===== config.mk =====
export PLATFORM = sky130hd
export DESIGN_NAME = seven_seg_scanner
export DESIGN_NICKNAME = d
export VERILOG_FILES = /design/src/rtl/seven_seg_scanner.sv
export SDC_FILE = /design/constraint.sdc
export NUM_CORES = 1
export LEC_CHECK = 0
export CORE_UTILIZATION = 59
export CTS_BUF_LIST = sky130_fd_sc_hd__clkbuf_4 sky130_fd_sc_hd__clkbuf_8
export CTS_CLUSTER_SIZE = 12
export DETAILED_ROUTE_END_ITERATION = 6
export HOLD_SLACK_MARGIN = 0.08
export PLACE_DENSITY = 0.81
export SLEW_MARGIN = 20
export SYNTH_ARGS = -nofsm -noshare
export SYNTH_HDL_FRONTEND = slang
export SYNTH_SLANG_ARGS = --single-unit

===== constraint.sdc =====
create_clock -name clk -period 2.5 [get_ports clk]
set_input_delay 0.5 -clock clk [delete_from_list [all_inputs] [get_ports clk]]
set_output_delay 0.5 -clock clk [all_outputs]
set_load 0.05 [all_outputs]

===== src/rtl/seven_seg_scanner.sv =====
// rtl/seven_seg_scanner.sv - multiplexed 4-digit seven-segment anode scanner
// Cycles through enabled digits with a fixed on-time and optional blanking gap.
module seven_seg_scanner #(
    parameter int DIV   = 100000,
    parameter int BLANK = 16
) (
    input  logic       clk,
    input  logic       rst,
    input  logic       en,
    input  logic [3:0] digit_en,
    output logic [3:0] anode,
    output logic [1:0] digit_idx,
    output logic       frame_done
);

    localparam int CNT_MAX = (DIV > BLANK) ? DIV : BLANK;
    localparam int CNT_W   = $clog2(CNT_MAX + 1);
    localparam logic [CNT_W-1:0] SHOW_LAST = CNT_W'(DIV - 1);
    localparam logic [CNT_W-1:0] GAP_LAST  = CNT_W'((BLANK > 0) ? BLANK - 1 : 0);
    localparam bit HAS_GAP = (BLANK > 0);

    typedef enum logic [1:0] {IDLE, SHOW, GAP} state_t;

    state_t           state_q, state_d;
    logic [CNT_W-1:0] cnt_q, cnt_d;
    logic [1:0]       idx_q, idx_d;
    logic [3:0]       anode_q, anode_d;
    logic             frame_done_q, frame_done_d;
    logic             active;
    logic             advance;
    logic [1:0]       next_idx;

    // First enabled digit at or after start, walking upward with wrap.
    function automatic logic [1:0] first_enabled(input logic [1:0] start,
                                                 input logic [3:0] mask);
        logic [1:0] cand;
        logic [1:0] res;
        res = start;
        for (int k = 3; k >= 0; k--) begin
            cand = start + 2'(k);
            if (mask[cand]) res = cand;
        end
        return res;
    endfunction

    always_comb begin
        active       = en && (digit_en != 4'b0000);
        state_d      = state_q;
        cnt_d        = cnt_q;
        idx_d        = idx_q;
        anode_d      = 4'b1111;
        frame_done_d = 1'b0;
        advance      = 1'b0;
        next_idx     = first_enabled(idx_q + 2'd1, digit_en);

        case (state_q)
            IDLE: begin
                cnt_d = '0;
                if (active) begin
                    state_d = SHOW;
                    idx_d   = first_enabled(idx_q, digit_en);
                end
            end
            SHOW: begin
                if (!active) begin
                    state_d = IDLE;
                    cnt_d   = '0;
                end else if (cnt_q == SHOW_LAST || !digit_en[idx_q]) begin
                    if (HAS_GAP) begin
                        state_d = GAP;
                        cnt_d   = '0;
                    end else begin
                        advance = 1'b1;
                    end
                end else begin
                    cnt_d = cnt_q + 1'b1;
                end
            end
            GAP: begin
                if (!active) begin
                    state_d = IDLE;
                    cnt_d   = '0;
                end else if (cnt_q == GAP_LAST) begin
                    advance = 1'b1;
                end else begin
                    cnt_d = cnt_q + 1'b1;
                end
            end
            default: begin
                state_d = IDLE;
                cnt_d   = '0;
            end
        endcase

        // A wrap to an equal or lower index marks the start of a new frame.
        if (advance) begin
            state_d      = SHOW;
            idx_d        = next_idx;
            cnt_d        = '0;
            frame_done_d = (next_idx <= idx_q);
        end

        if (state_d == SHOW) anode_d = ~(4'b0001 << idx_d);
    end

    always_ff @(posedge clk) begin
        if (rst) begin
            state_q      <= IDLE;
            cnt_q        <= '0;
            idx_q        <= 2'd0;
            anode_q      <= 4'b1111;
            frame_done_q <= 1'b0;
        end else begin
            state_q      <= state_d;
            cnt_q        <= cnt_d;
            idx_q        <= idx_d;
            anode_q      <= anode_d;
            frame_done_q <= frame_done_d;
        end
    end

    assign anode      = anode_q;
    assign digit_idx  = idx_q;
    assign frame_done = frame_done_q;

endmodule


* After elaboration in Yosys (flattened, before gate mapping) *
Cells that the tools add are included.

word-level totals
  logic and storage cells = 77
  register bits after elaboration = 26
  output and inout port bits = 7

cells by class
  mux-type cells = 39
  magnitude comparators = 8
  shifts and indexed selects = 1
  equality and inequality tests = 6
  add/sub/neg operators = 7
  reduce and logical (&&, ||, !) cells = 8
  bitwise gates (word level) = 3

operator list
  kind                                                 count
  2-to-1 mux 17 bit                                    4
  one-hot mux 17 bit (2 select lines)                  1
  2-to-1 mux 2 bit                                     16
  < comparator 2 x 3 -> 1 bit (second input constant)  7
  adder 17 x 1 -> 17 bit (second input constant)       1
  == test 17 bit (second input constant)               1
  == test 17 x 4 -> 1 bit (second input constant)      1
  binary-select mux 1 bit (select 2 bit)               7
  2-to-1 mux 1 bit                                     10
  adder 2 bit (second input constant)                  4
  one-hot mux 2 bit (3 select lines)                   1
  OR reduction 2 bit                                   3
  adder 2 x 1 -> 2 bit (second input constant)         2
  == test 2 x 1 -> 1 bit (second input constant)       2
  inverter 4 bit                                       1
  nonzero test 4 bit                                   1
  << shifter 1 x 2 -> 4 bit (first input constant)     1
  inequality test 3 bit (second input constant)        1
  == test 2 bit (second input constant)                1
  less-or-equal comparator 2 bit                       1
  logical NOT 2 bit                                    1
  inverter 1 bit                                       2
  logical AND 1 bit                                    1
  logical NOT 1 bit                                    1
  logical OR 1 bit                                     1

* Depth between registers and ports, before layout *
  word-level depth = 12
  depth in mapped cells = 10
  mapped depth without buffers = 9

* Least setup slack after synthesis *
Ideal clock, no wire load.

  path type = reg2reg
  start point = register idx_q[1], in the netlist digit_idx[1]
  end point = register anode_q[3], in the netlist anode[3]
  stages on the path, launching flop included = 8
  library setup time = 0.127 ns
  arrival time = 2.448 ns
  buffers on the path = 1
  path slack = -0.076 ns
  period minus slack after synthesis = 2.576 ns
  path through = dfxtp_1 > buf_2 > mux4_2 > nor3b_2 > o41a_2 > nand2_1 > a22o_1 > or3b_1

on the way
  word-level cells in the longest chain between the ends = 12
  elaborated cells between the ends (all ways) = 42

ends and longest elaborated chain
  what                                                                           line  text
  from (decl)                                                                    26    logic [1:0] idx_q, idx_d;
  from (signal assigned)                                                         116   idx_q <= idx_d;
  parallel branches: the longest is 12 deep, another holds adder 2 x 1 -> 2 bit  n/a
  to (signal assigned)                                                           117   anode_q <= anode_d;
  to (decl)                                                                      27    logic [3:0] anode_q, anode_d;

Several ways; the timed one is not identified. The select of a mux whose other input is x is not followed.
A chain may end at the register's enable or synchronous reset.

* Worst setup path after layout *
  start point = input digit_en[0]
  end point = register anode_q[3], in the netlist anode[3]

on the way
  word-level cells in the longest chain between the ends = 11
  elaborated cells between the ends (all ways) = 42

ends and longest elaborated chain
  what                                                                           line     text
  from (decl)                                                                    10       input logic [3:0] digit_en,
  binary-select mux 1 bit (select 2 bit) (on tied branches)                      41, 68
  2-to-1 mux 1 bit (on tied branches)                                            41, 68
  logical NOT 1 bit / 2-to-1 mux 2 bit (equally long branches)                   68, 41
  logical OR 1 bit / 2-to-1 mux 2 bit (equally long branches)                    68, 41
  2-to-1 mux 2 bit (on tied branches)                                            68, 41
  2-to-1 mux 2 bit (on tied branches)                                            65, 41
  one-hot mux 2 bit (3 select lines) / 2-to-1 mux 2 bit (equally long branches)  56, 59
  2-to-1 mux 2 bit (on tied branches)                                            96, 56
  == test 2 x 1 -> 1 bit / 2-to-1 mux 2 bit (equally long branches)              103, 96
  inverter 1 bit (no line) / << shifter 1 x 2 -> 4 bit (equally long branches)   n/a
  OR reduction 2 bit (no line) / inverter 4 bit (equally long branches)          n/a

Several ways; a longest one is shown, not always the timed one. The select of a mux whose other input is x is not followed.

==> results by group <==
Run status
  • Status: complete, no violations

Synth
  • Warnings from Yosys: 0
  • Sequential fraction of the synthesis area: 32.9%
  • Synth Register Bits: 26
  • Dominant synthesized flop cell: dfxtp_1
  • Compound-gate portion of the synthesized area: 14.8%
  • Asr flop ratio synth: 0%
  • Post-Synth Adder-Cell Area: around 5.5%
  • Xor and xnor area share after synthesis: 8.87%
  • Avg Inst Size Synth: 8.36 um2
  • Combinational family with the most area after synthesis: simple AND/OR/NAND/NOR gates
  • Simple-Gate Fraction of Synth Area: slightly above 30%
  • Syn_nets: between 200 and 250
  • Yosys cell types: 48
  • Post-synthesis mux area share: between 2 and 2.5%
  • Cell count after synthesis: approximately 190
  • EDFF count, synth: 0
  • Post-Syn Area: roughly 1600 um2

Clock tree
  • CTS tree: yes
  • Post-CTS setup buffer count: 0
  • Root Driver: clkbuf_4
  • Clk buf depth: 2
  • Clock slew at reported path FFs: approximately 0.14 ns
  • CTS Buf Count: 3
  • Number of clock sinks: 26
  • Worst-Skew Late Latency: roughly 0.33 ns
  • Post-CTS resize count: 0
  • Htree depth: 1
  • Hold Buf Count CTS: 0

Setup path
  • Critical Path Source Type: primary input
  • CP bufs+invs: 2
  • CP top delay family: simple AND/OR/NAND/NOR gates
  • WS Path Type: in -> reg
  • Critical path arrival: ~2.6 ns
  • Required time of the critical path: about 2.7 ns
  • Worst Path Max Fanout: 11
  • Register-to-Register Setup Slack: 0.23 ns
  • Crit path cell chain: clkdlybuf4s50_1, buf_4, o41a_1, nand3b_1, o211ai_1, and3_2, nor3_2, or3b_1
  • Setup crit end kind: register
  • Max stage delay cell, worst path: clkdlybuf4s50_1
  • CP peak stage delay: around 0.48 ns

Drt
  • Drt pass-1 iters: 6
  • Iter 0 DRT Violations: 24
  • # DRC: 0
  • Vias: 1484
  • Final WL: approximately 3600 um
  • Detail Route Antenna Nets: 0
  • Wirelength per Cell: ~14 um
  • DR vias/cell: about 6.0

Final layout
  • Share of cells above drive strength 1: between 15 and 20%
  • Area Overhead vs Synth: 22.6%
  • Reg area: 522 um2
  • Multi-input gate area: 1010 um2
  • Fill count: between 150 and 200
  • Final nets: 232
  • Antenna Cells: 0
  • Most frequent cells in the layout: 25 x nor2_1, 25 x dfxtp_1, 21 x buf_4
  • Design Area, Final: approximately 1900 um2
  • Final Core Density: 77.5%

Power and ir drop
  • Leakage: about 0.77 nW
  • Largest vdd supply drop: around 520 uV
  • PD cells: 480 nW/um2

Global route
  • Vias in the first global route: between 1000 and 1500
  • First-pass GRT wire length: 5710 um
  • Largest net degree at the start of global routing: 18
  • Initial antenna violation count: 0
  • GRT Util Overall: between 20% and 30%
  • Total congestion overflow: 0

Timing
  • Fmax: a little over 0.4 GHz
  • Final worst-path setup slack: a little over 0.09 ns
  • Least-Margin Pin Slew: around 0.49 ns
  • Hold Slack: between 0.4 and 0.5 ns
  • # setup viols final: 0
  • Slew margin rel.: 67.3%
  • RSZ-0062 raised after global routing: true
  • Final period utilization: 96.3%
  • Post-layout min period: approximately 2.4 ns
  • Final count of hold timing violations: 0
  • Final Slew Violations: 0
  • Worst Skew: 0.00385 ns

Floorplanning
  • # IOs: 14
  • Core area: 2500 um2
  • Die footprint: ~2900 um2
  • Starting density of the core: a little over three fifths
  • Die extent in y: roughly 54 um
  • Row cnt: 18
  • Die W: around 54 um

Placed design
  • Pre-CTS WS: -0.224 ns
  • GPL Wtd Cong: between 0.9 and 1
  • DP HPWL: approximately 2600 um
  • Count of input and output buffers: 13
  • Placed Area: approximately 1900 um2

Job
  • Max Cap Viol: 0

Hold path
  • Min-Delay Path Class: reg -> reg
## cell usage after synthesis, drive strengths merged (4+ instances only)
cell / count / area (um2)
o21ai: 5 / 25.0
nor2: 25 / 93.8
nand4: 4 / 25.0
inv: 8 / 30.0
ha: 7 / 87.6
nand3: 13 / 65.1
nor3: 6 / 35.0
nand2: 10 / 40.0
xnor2: 4 / 35.0
xor2: 12 / 105
nand3b: 4 / 30.0
and3: 9 / 58.8
dfxtp: 26 / 521
clkbuf: 5 / 18.8
a21oi: 10 / 50.1
buf: 5 / 25.0
## registers in the layout (all words and copies together) (netlist names)
name / flops
frame_done: 1
state_q: 2
digit_idx: 2
cnt_q: 17
anode: 4
## final cells by class
type	count	area share, %
multi-input combinational	145	52.0
timing repair buffer	34	14.8
sequential	26	26.9
tap	30	1.94
clock inverter	1	1.55
clock buffer	3	1.16
inverter	8	1.55
## worst paths after layout
| kind | from | cells past startpoint | end |
|---|---|---|---|
| max | digit_en[0] | 8 | anode[3] |
| min | cnt_q[0] | 1 | cnt_q[0] |
| max reg2reg | cnt_q[13] | 6 | anode[3] |
| min reg2reg | cnt_q[0] | 1 | cnt_q[0] |
## routing by layer
layer / GRT usage (%) / vias up / routed length, um
met5: 0 / - / 0
met4: 12.3 / 0 / 48
met3: 4.52 / 9 / 146
met2: 53.3 / 44 / 1900
met1: 27.8 / 698 / 1460
li1: - / 733 / -
## logic make-up after synthesis
| family | after synthesis |
|---|---|
| simple gates | 87 |
| mux | 2 |
| fa+ha+maj | 7 |
| flops | 26 |
| buf+inv | 18 |
| xor+xnor | 16 |
| compound gates | 33 |
## through the flow
| step | total power, W | cells | TNS (ns) |
|---|---|---|---|
| after detailed placement | 0.000642 | 243 | -2.55 |
| after floorplan | 0.000564 | 189 | 0 |
| final | 0.000930 | 247 | 0 |
| after global placement | 0.000633 | 243 | -1.30 |
| after CTS | 0.000922 | 247 | 0 |
| after global routing | 0.000965 | 247 | -0.0338 |
## power breakdown
part	switching [W]	total (W)	leakage, nW	internal (W)
registers	0.00000866	0.000432	0.211	0.000423
clock network	0.000127	0.000289	0.0279	0.000162
logic	0.000110	0.000209	0.530	0.0000988
total	0.000246	0.000930	0.769	0.000684
(Power assumes the default switching activity.)
